**config.mk**
```make
export PLATFORM = sky130hd
export DESIGN_NAME = decode_issue
export DESIGN_NICKNAME = d
export VERILOG_FILES = /design/src/rtl/decode_issue.sv
export SDC_FILE = /design/constraint.sdc
export NUM_CORES = 1
export LEC_CHECK = 0
export ABC_CLOCK_PERIOD_IN_PS = 6900
export BUFFER_PORTS_ARGS = -buffer_cell sky130_fd_sc_hd__buf_2
export CAP_MARGIN = 40
export CORE_UTILIZATION = 60
export CTS_BUF_LIST = sky130_fd_sc_hd__clkbuf_2
export CTS_CLUSTER_SIZE = 25
export DETAILED_ROUTE_END_ITERATION = 16
export PLACE_DENSITY = 0.89
export SYNTH_ARGS = -nofsm -noshare
export SYNTH_HDL_FRONTEND = slang
export SYNTH_SLANG_ARGS = --single-unit
export TNS_END_PERCENT = 30
```
**constraint.sdc**
```tcl
create_clock -name clk -period 6.9 [get_ports clk]
set_clock_uncertainty 0.05 [all_clocks]
set_input_delay 1.38 -clock clk [delete_from_list [all_inputs] [get_ports clk]]
set_output_delay 1.38 -clock clk [all_outputs]
set_load 0.005 [all_outputs]
```
**src/rtl/decode_issue.sv**
```systemverilog
// Decode-and-issue stage: single-entry holding register, 2^REG_BITS-entry write scoreboard.
// Optional DECODE_WB_BYPASS_EN lets a retiring write unblock the held instruction same-cycle.
module decode_issue #(
   parameter int unsigned REG_BITS = 5
) (
   input  logic                clk,
   input  logic                rst,
   input  logic                in_valid,
   input  logic [31:0]         pc,
   input  logic [31:0]         command,
   output logic                stall,
   input  logic                flush,
   output logic                out_valid,
   input  logic                out_ready,
   output logic [31:0]         out_pc,
   output logic [REG_BITS-1:0] rs_addr,
   output logic [REG_BITS-1:0] rt_addr,
   output logic [REG_BITS-1:0] wb_addr,
   output logic                wb_en,
   output logic [31:0]         imm,
   output logic [5:0]          opcode,
   output logic [5:0]          funct,
   output logic                mem_rd,
   output logic                mem_wr,
   output logic                is_branch,
   output logic                is_jump,
   output logic                illegal,
   input  logic                wb_done,
   input  logic [REG_BITS-1:0] wb_done_addr
);

   localparam int unsigned NumRegs = 2 ** REG_BITS;

   typedef enum logic [0:0] {StEmpty, StHold} state_e;

   state_e               state_q, state_d;
   logic [NumRegs-1:0]   pending_q, pending_d, pending_eff;
   logic                 hold, hazard, fire, accept;

   logic [REG_BITS-1:0]  dec_rs, dec_rt, dec_wb;
   logic                 dec_wb_en, dec_mem_rd, dec_mem_wr, dec_branch, dec_jump, dec_illegal;
   logic [31:0]          dec_imm, sext, jtgt;

   assign sext = {{16{command[15]}}, command[15:0]};
   assign jtgt = {6'h0, command[25:0]};

   always_comb begin
      dec_rs      = '0;
      dec_rt      = '0;
      dec_wb      = '0;
      dec_wb_en   = 1'b0;
      dec_imm     = '0;
      dec_mem_rd  = 1'b0;
      dec_mem_wr  = 1'b0;
      dec_branch  = 1'b0;
      dec_jump    = 1'b0;
      dec_illegal = 1'b0;
      unique case (command[31:26])
         6'b000000: begin
            dec_rs    = REG_BITS'(command[25:21]);
            dec_rt    = REG_BITS'(command[20:16]);
            dec_wb    = REG_BITS'(command[15:11]);
            dec_wb_en = (command[15:11] != 5'd0);
         end
         6'b001001, 6'b001010, 6'b001101, 6'b100011: begin
            dec_rs     = REG_BITS'(command[25:21]);
            dec_wb     = REG_BITS'(command[20:16]);
            dec_wb_en  = 1'b1;
            dec_imm    = (command[31:26] == 6'b001101) ? {16'h0, command[15:0]} : sext;
            dec_mem_rd = (command[31:26] == 6'b100011);
         end
         6'b001111: begin
            dec_wb    = REG_BITS'(command[20:16]);
            dec_wb_en = 1'b1;
            dec_imm   = {command[15:0], 16'h0};
         end
         6'b101011, 6'b000100, 6'b000101: begin
            dec_rs     = REG_BITS'(command[25:21]);
            dec_rt     = REG_BITS'(command[20:16]);
            dec_imm    = sext;
            dec_mem_wr = (command[31:26] == 6'b101011);
            dec_branch = (command[31:26] != 6'b101011);
         end
         6'b110010: begin
            dec_branch = 1'b1;
            dec_imm    = jtgt;
         end
         6'b000010: begin
            dec_jump = 1'b1;
            dec_imm  = jtgt;
         end
         6'b000011: begin
            dec_jump  = 1'b1;
            dec_imm   = jtgt;
            dec_wb    = REG_BITS'(31);
            dec_wb_en = 1'b1;
         end
         default: dec_illegal = 1'b1;
      endcase
   end

`ifdef DECODE_WB_BYPASS_EN
   assign pending_eff = pending_q & ~(wb_done ? (NumRegs'(1) << wb_done_addr) : '0);
`else
   assign pending_eff = pending_q;
`endif

   assign hold      = (state_q == StHold);
   assign hazard    = pending_eff[rs_addr] | pending_eff[rt_addr] | (wb_en & pending_eff[wb_addr]);
   assign out_valid = hold & ~hazard;
   assign stall     = hold & ~(out_valid & out_ready);
   // A flush kills the issue, so the scoreboard never sees the discarded instruction.
   assign fire      = out_valid & out_ready & ~flush;
   assign accept    = in_valid & ~stall & ~flush;

   always_comb begin
      state_d = state_q;
      if (flush)       state_d = StEmpty;
      else if (accept) state_d = StHold;
      else if (fire)   state_d = StEmpty;
   end

   // Clear first so a same-cycle set of the same register wins.
   always_comb begin
      pending_d = pending_q;
      if (wb_done)       pending_d[wb_done_addr] = 1'b0;
      if (fire && wb_en) pending_d[wb_addr] = 1'b1;
      pending_d[0] = 1'b0;
   end

   always_ff @(posedge clk) begin
      if (rst) begin
         state_q   <= StEmpty;
         pending_q <= '0;
         out_pc    <= '0;
         rs_addr   <= '0;
         rt_addr   <= '0;
         wb_addr   <= '0;
         wb_en     <= 1'b0;
         imm       <= '0;
         opcode    <= '0;
         funct     <= '0;
         mem_rd    <= 1'b0;
         mem_wr    <= 1'b0;
         is_branch <= 1'b0;
         is_jump   <= 1'b0;
         illegal   <= 1'b0;
      end else begin
         state_q   <= state_d;
         pending_q <= pending_d;
         if (accept) begin
            out_pc    <= pc;
            rs_addr   <= dec_rs;
            rt_addr   <= dec_rt;
            wb_addr   <= dec_wb;
            wb_en     <= dec_wb_en;
            imm       <= dec_imm;
            opcode    <= command[31:26];
            funct     <= command[5:0];
            mem_rd    <= dec_mem_rd;
            mem_wr    <= dec_mem_wr;
            is_branch <= dec_branch;
            is_jump   <= dec_jump;
            illegal   <= dec_illegal;
         end
      end
   end

endmodule

```
# Word level (Yosys, flattened, before mapping)
# Index checks and enable logic that the tools add are counted.
classes:
  magnitude_cmp: 6
  n_eq_ne: 12
  muxes: 25
  n_bitwise: 16
  n_reduce_logical: 16
ops:
  columns: ["operator", "count"]
  rows:
  - ["32-bit case mux with 4 select lines", 1]
  - ["32-bit two-way mux", 3]
  - ["32-bit bitwise AND", 1]
  - ["32-bit inverter", 1]
  - ["32-bit bitwise OR", 1]
  - ["6-bit by 4-bit equality test with 1-bit output (second input constant)", 4]
  - ["5-bit by 6-bit < comparator with 1-bit output (second input constant)", 4]
  - ["6-bit equality test (second input constant)", 3]
  - ["1-bit binary-select mux with 5-bit select", 3]
  - ["5-bit case mux with 3 select lines", 1]
  - ["6-bit by 2-bit equality test with 1-bit output (second input constant)", 2]
  - ["6-bit by 3-bit equality test with 1-bit output (second input constant)", 2]
  - ["12-bit OR reduction", 1]
  - ["1-bit two-way mux", 11]
  - ["1-bit demux with 5-bit select", 2]
  - ["5-bit by 1-bit greater-or-equal comparator with 1-bit output (second input constant)", 2]
  - ["5-bit two-way mux", 2]
  - ["4-bit OR reduction", 2]
  - ["8-bit OR reduction", 1]
  - ["1-bit bitwise AND", 7]
  - ["6-bit logical NOT", 1]
  - ["6-bit != test (second input constant)", 1]
  - ["3-bit OR reduction", 2]
  - ["6-bit OR reduction", 1]
  - ["8 further kinds", 16]
word_totals:
  register_bits: 130
  inputBits: 75
  out_inout_bits: 99
  elab_cells: 91

# Depth between registers and ports, before layout
logic_depth:
  word_depth: 13
  ltp_mapped: 11
  mapped_depth_nobuf: 7

# Worst setup path after synthesis
# Ideal clock, no wire load.
synth_timing:
  path_kind: "register -> output"
  start: "register wb_addr[1]"
  end: "output port stall"
  t_arrival_ps: 1992
  required_ps: 5470
  path_slack_ps: 3478
  stages_incl_launch_ff: 10
  n_path_buf: 3
  path_cell_list: "dfxtp_1 buf_2 buf_6 mux2_2 nand4_1 a31oi_1 o41ai_2 and4_1 buf_4 nor2_1"
synth_between:
  elab_chain_len: 9
synth_lines:
  columns: ["item", "line", "source"]
  rows:
  - ["from (decl)", "18", "output logic [REG_BITS-1:0] wb_addr,"]
  - ["from (signal assigned)", "155", "wb_addr <= dec_wb;"]
  - ["1-bit binary-select mux with 5-bit select", "109", "assign hazard = pending_eff[rs_addr] | pending_eff[rt_addr] | (wb_en & pending_eff[wb_addr]);"]
  - ["1-bit two-way mux (implied by the code)", "109", null]
  - ["1-bit bitwise AND", "109", null]
  - ["1-bit bitwise OR", "109", null]
  - ["1-bit inverter", "110", "assign out_valid = hold & ~hazard;"]
  - ["1-bit bitwise AND", "110", null]
  - ["1-bit bitwise AND", "111", "assign stall = hold & ~(out_valid & out_ready);"]
  - ["1-bit inverter", "111", null]
  - ["1-bit bitwise AND", "111", null]
  - ["to (decl)", "11", "output logic stall,"]
# Every way passes these cells. The select of a mux whose other input is x is not followed.

# Worst setup path in the final report
layout_timing:
  start: "register wb_addr[0]"
  end: "output port stall"
# The elaborated chain is that of the path after synthesis.

==> insert_results.sql <==
INSERT INTO impl_metrics (metric_group, metric, value, unit) VALUES
('yosys', 'synth.cell_area', '6978', 'um2'),
('drt', 'firstDrtPassIters', '5', ''),
('worst_setup_path', 'timing.critical_path.mode_cell', 'sky130_fd_sc_hd__nor2_1', ''),
('floorplanning', 'area_of_the_core_region', '11370', 'um2'),
('drt', 'drt_drc_violations_left', '0', ''),
('flow_run', 'drv_cap', '0', ''),
('worst_setup_path', 'critical_path_cell_with_the_highest_stage_delay', 'sky130_fd_sc_hd__dfxtp_1', ''),
('place', 'portBuffers', '173', ''),
('timing', 'final_hold_viol_count', '0', ''),
('timing', 'finalSetupTns', '0', 'ns'),
('grt', 'largest_net_degree_at_the_start_of_global_routing', '76', ''),
('clock_network', 'clock_latency', '0.72', 'ns'),
('clock_network', 'cts_tree', 'yes', ''),
('yosys', 'async_flop_share', '0', '%'),
('clock_network', 'numClockSinks', '129', ''),
('worst_setup_path', 'crit_path_kind', 'reg -> out', ''),
('place', 'dpl.hpwl', '13280', 'um'),
('timing', 'slew_headroom', '44.01', '%'),
('floorplanning', 'floorplan.die.width', '109.8', 'um'),
('drt', 'vias', '6942', ''),
('clock_network', 'cts.repair.resized', '0', ''),
('worst_setup_path', 'critPathTopFamily', 'flip-flops', ''),
('grt', 'antenna_found_initial', '0', ''),
('timing', 'maxClockFrequency', '197.9', 'MHz'),
('floorplanning', 'floorplan.die_area', '12060', 'um2'),
('floorplanning', 'initial_core_util', '61.37', '%'),
('timing', 'worstMarginPinSlew', '0.8380', 'ns'),
('worst_setup_path', 'setup.worst_path.start_class', 'register', ''),
('worst_setup_path', 'worst_path_largest_cell_delay', '0.73', 'ns'),
('grt', 'grt_usage', '32.39', '%'),
('floorplanning', 'std_cell_rows', '39', ''),
('worst_setup_path', 'crit_path_max_fanout', '47', ''),
('worst_setup_path', 'worstSetupEndpointType', 'output pin', ''),
('drt', 'drt-vias-per-instance', '6.476', ''),
('yosys', 'yosys_warnings', '0', ''),
('yosys', 'synth_seq_area_share', '37.01', '%'),
('final_layout', 'area.growth.synth_to_final', '14.40', '%'),
('outcome', 'status', 'complete, no violations', ''),
('worst_setup_path', 'worstPathBufferInverterCount', '2', ''),
('timing', 'post-route-min-period', '5.053', 'ns'),
('grt', 'grt_overflow', '0', ''),
('grt', 'grt_pass1_wl', '30040', 'um'),
('clock_network', 'cts_root_buf', 'sky130_fd_sc_hd__clkbuf_2', ''),
('worst_setup_path', 'worst_path_arrival_time', '3.62', 'ns'),
('clock_network', 'cts_max_path_buffers', '2', ''),
('clock_network', 'ctsHoldBuffers', '0', ''),
('floorplanning', 'chipHeight', '109.8', 'um'),
('drt', 'drt_iter0_markers', '876', ''),
('place', 'place_congestion', '0.9367', ''),
('timing', 'grt_setup_unrepaired', 'no', ''),
('clock_network', 'clock_buffers_created_by_tritoncts', '17', ''),
('power_and_ir_drop', 'peakVddDrop', '0.0001712', 'V'),
('timing', 'period_share', '73.23', '%'),
('timing', 'final_max_slew_viol_count', '0', ''),
('power_and_ir_drop', 'power.density', '174.9', 'nW/um2'),
('floorplanning', 'num_io_pins', '174', ''),
('worst_setup_path', 'worst-endpoint-required', '5.47', 'ns'),
('final_layout', 'nNetsFinal', '994', ''),
('final_layout', 'n_antenna_cell', '0', ''),
('drt', 'totalWireLength', '19820', 'um'),
('worst_setup_path', 'path_cells', 'mux4_2 -> nor2_1 -> nor4_1 -> o41ai_2 -> and4_2 -> buf_4 -> nor2_1 -> buf_2', ''),
('yosys', 'synthesis.nets', '867', ''),
('timing', 'finalSetupViolations', '0', ''),
('yosys', 'synth-edff-count', '0', ''),
('clock_network', 'buffers_inserted_by_post_cts_timing_repair', '0', ''),
('grt', 'grt_pass1_vias', '5941', ''),
('yosys', 'dominantRegCellSynth', 'sky130_fd_sc_hd__dfxtp_1', ''),
('clock_network', 'cts_max_level', '4', ''),
('drt', 'final_antenna_net_count', '0', ''),
('drt', 'post_drt_wl_per_cell', '18.49', 'um'),
('yosys', 'synth_area_per_cell', '8.811', 'um2'),
('yosys', 'ys_types', '52', ''),
('final_layout', 'post_route_cells_drive_above_1_share', '26.70', '%'),
('power_and_ir_drop', 'design_power_total', '1397', 'uW'),
('hold_path', 'hold_path_class', 'reg -> reg', ''),
('power_and_ir_drop', 'leakagePower', '0.002998', 'uW'),
('yosys', 'post_synthesis_cell_count', '792', ''),
('clock_network', 'clkTransAtPathRegs', '0.18', 'ns'),
('yosys', 'postSynthRegisterBits', '129', '');
## final cells by class
class	count	area, um2
multi-input cells	574	4016
fillers	888	3387
flip-flops and latches	129	2582
repair buffers	185	965.9
well taps	143	178.9
clock buffers	20	100.1
clock inverters	9	93.84
inverters	12	45.04
## kinds of logic (layout without fill, tap and decap cells)
family,after synthesis,count (layout),share of synthesized area [%]
and+or+nand+nor,252,252,20.14
AOI/OAI and AO/OA,249,249,23.92
DFF,129,129,37.01
buffers and inverters,89,226,5.594
muxes,71,71,13.09
xor gates and xnor gates,2,2,0.2511
## cells in the final DEF (no fill, tap or decap), drive strengths merged, types with 20 or more instances in the layout
cell type    n
nand2       64
nand3       20
nand2b      51
o211ai      89
nor2b       31
mux2i       44
o21ai       45
nand3b      20
dfxtp      129
buf        185
clkbuf      20
a21oi       51
## report_power, final
group	switching [uW]	leakage (uW)	total (uW)	internal (uW)
clock	268	0.000128	427	159
combinational	115	0.00182	189	74.3
sequential	13.6	0.00105	781	767
total	396	0.00300	1400	1000
## routing by layer
layer | vias to the layer above | global-route usage [%] | routed length (um)
met4 | 0 | 13.43 | 379
li1 | 3213 | - | -
met1 | 3282 | 44.21 | 8323
met3 | 43 | 9.603 | 2128
met2 | 404 | 47.41 | 8986
met5 | - | 0 | 0
## synth_stat cells, types with 4 or more instances
cell,n,area (um2)
sky130_fd_sc_hd__nand2_1,64,240.2
sky130_fd_sc_hd__nand4_1,5,31.28
sky130_fd_sc_hd__a31oi_1,7,43.79
sky130_fd_sc_hd__clkbuf_1,54,202.7
sky130_fd_sc_hd__mux2i_1,44,440.4
sky130_fd_sc_hd__inv_1,12,45.04
sky130_fd_sc_hd__o31ai_1,15,112.6
sky130_fd_sc_hd__mux4_2,15,337.8
sky130_fd_sc_hd__a21oi_1,50,250.2
sky130_fd_sc_hd__nor3b_1,7,52.55
sky130_fd_sc_hd__nor2_1,19,71.32
sky130_fd_sc_hd__a22oi_1,10,75.07
sky130_fd_sc_hd__o21ai_0,43,215.2
sky130_fd_sc_hd__and3_1,5,31.28
sky130_fd_sc_hd__nor4_1,4,25.02
sky130_fd_sc_hd__nor3_1,9,45.04
sky130_fd_sc_hd__nand3_1,20,100.1
sky130_fd_sc_hd__dfxtp_1,129,2582
sky130_fd_sc_hd__nor2b_1,31,193.9
sky130_fd_sc_hd__nand2b_1,50,312.8
sky130_fd_sc_hd__mux2_2,12,135.1
sky130_fd_sc_hd__nand4b_1,4,35.03
sky130_fd_sc_hd__nand3b_1,20,150.1
sky130_fd_sc_hd__o211ai_1,89,668.1
sky130_fd_sc_hd__buf_2,15,75.07
sky130_fd_sc_hd__buf_4,4,30.03
sky130_fd_sc_hd__a32oi_1,15,131.4
## path summary, 6_finish.rpt
check             startpoint         to  slack [ns]  depth (start not counted)
setup reg to reg  wb_addr[0]  is_branch        3.30                          9
setup / recovery  wb_addr[0]      stall        1.85                          8
hold / removal       imm[16]    imm[16]        0.43                          2
hold reg to reg      imm[16]    imm[16]        0.43                          2
## sequential cells by signal, indices dropped and copies added, names as in the netlist
name,count
wb_addr,5
hold,1
mem_rd,1
rs_addr,5
is_jump,1
rt_addr,5
wb_en,1
illegal,1
is_branch,1
out_pc,32
imm,32
mem_wr,1
opcode,6
funct,6
pending_eff,31
## per-stage QoR
step	setup slack [ns]	hold slack, ns	util, %	cell area (um2)	std cells
global placement	2.706	0.3967	68.24	7759	1040
CTS	1.825	0.4253	70.21	7983	1072
finish	1.847	0.4252	70.21	7983	1072
detailed placement	2.634	0.3988	68.50	7789	1043
floorplan	3.478	0.4058	-	6978	792
global route	1.603	0.4420	70.21	7983	1072
## worst reg2reg max path, cell delays in order, from the launching register on
cell	delay [ns]
sky130_fd_sc_hd__dfxtp_1	0.73
sky130_fd_sc_hd__mux4_2	0.57
sky130_fd_sc_hd__nor2_1	0.09
sky130_fd_sc_hd__nor4_1	0.07
sky130_fd_sc_hd__o41ai_2	0.43
sky130_fd_sc_hd__and4_2	0.27
sky130_fd_sc_hd__buf_4	0.43
sky130_fd_sc_hd__o21ai_1	0.36
sky130_fd_sc_hd__buf_6	0.25
sky130_fd_sc_hd__mux2_2	0.27
(Power assumes the default switching activity.)
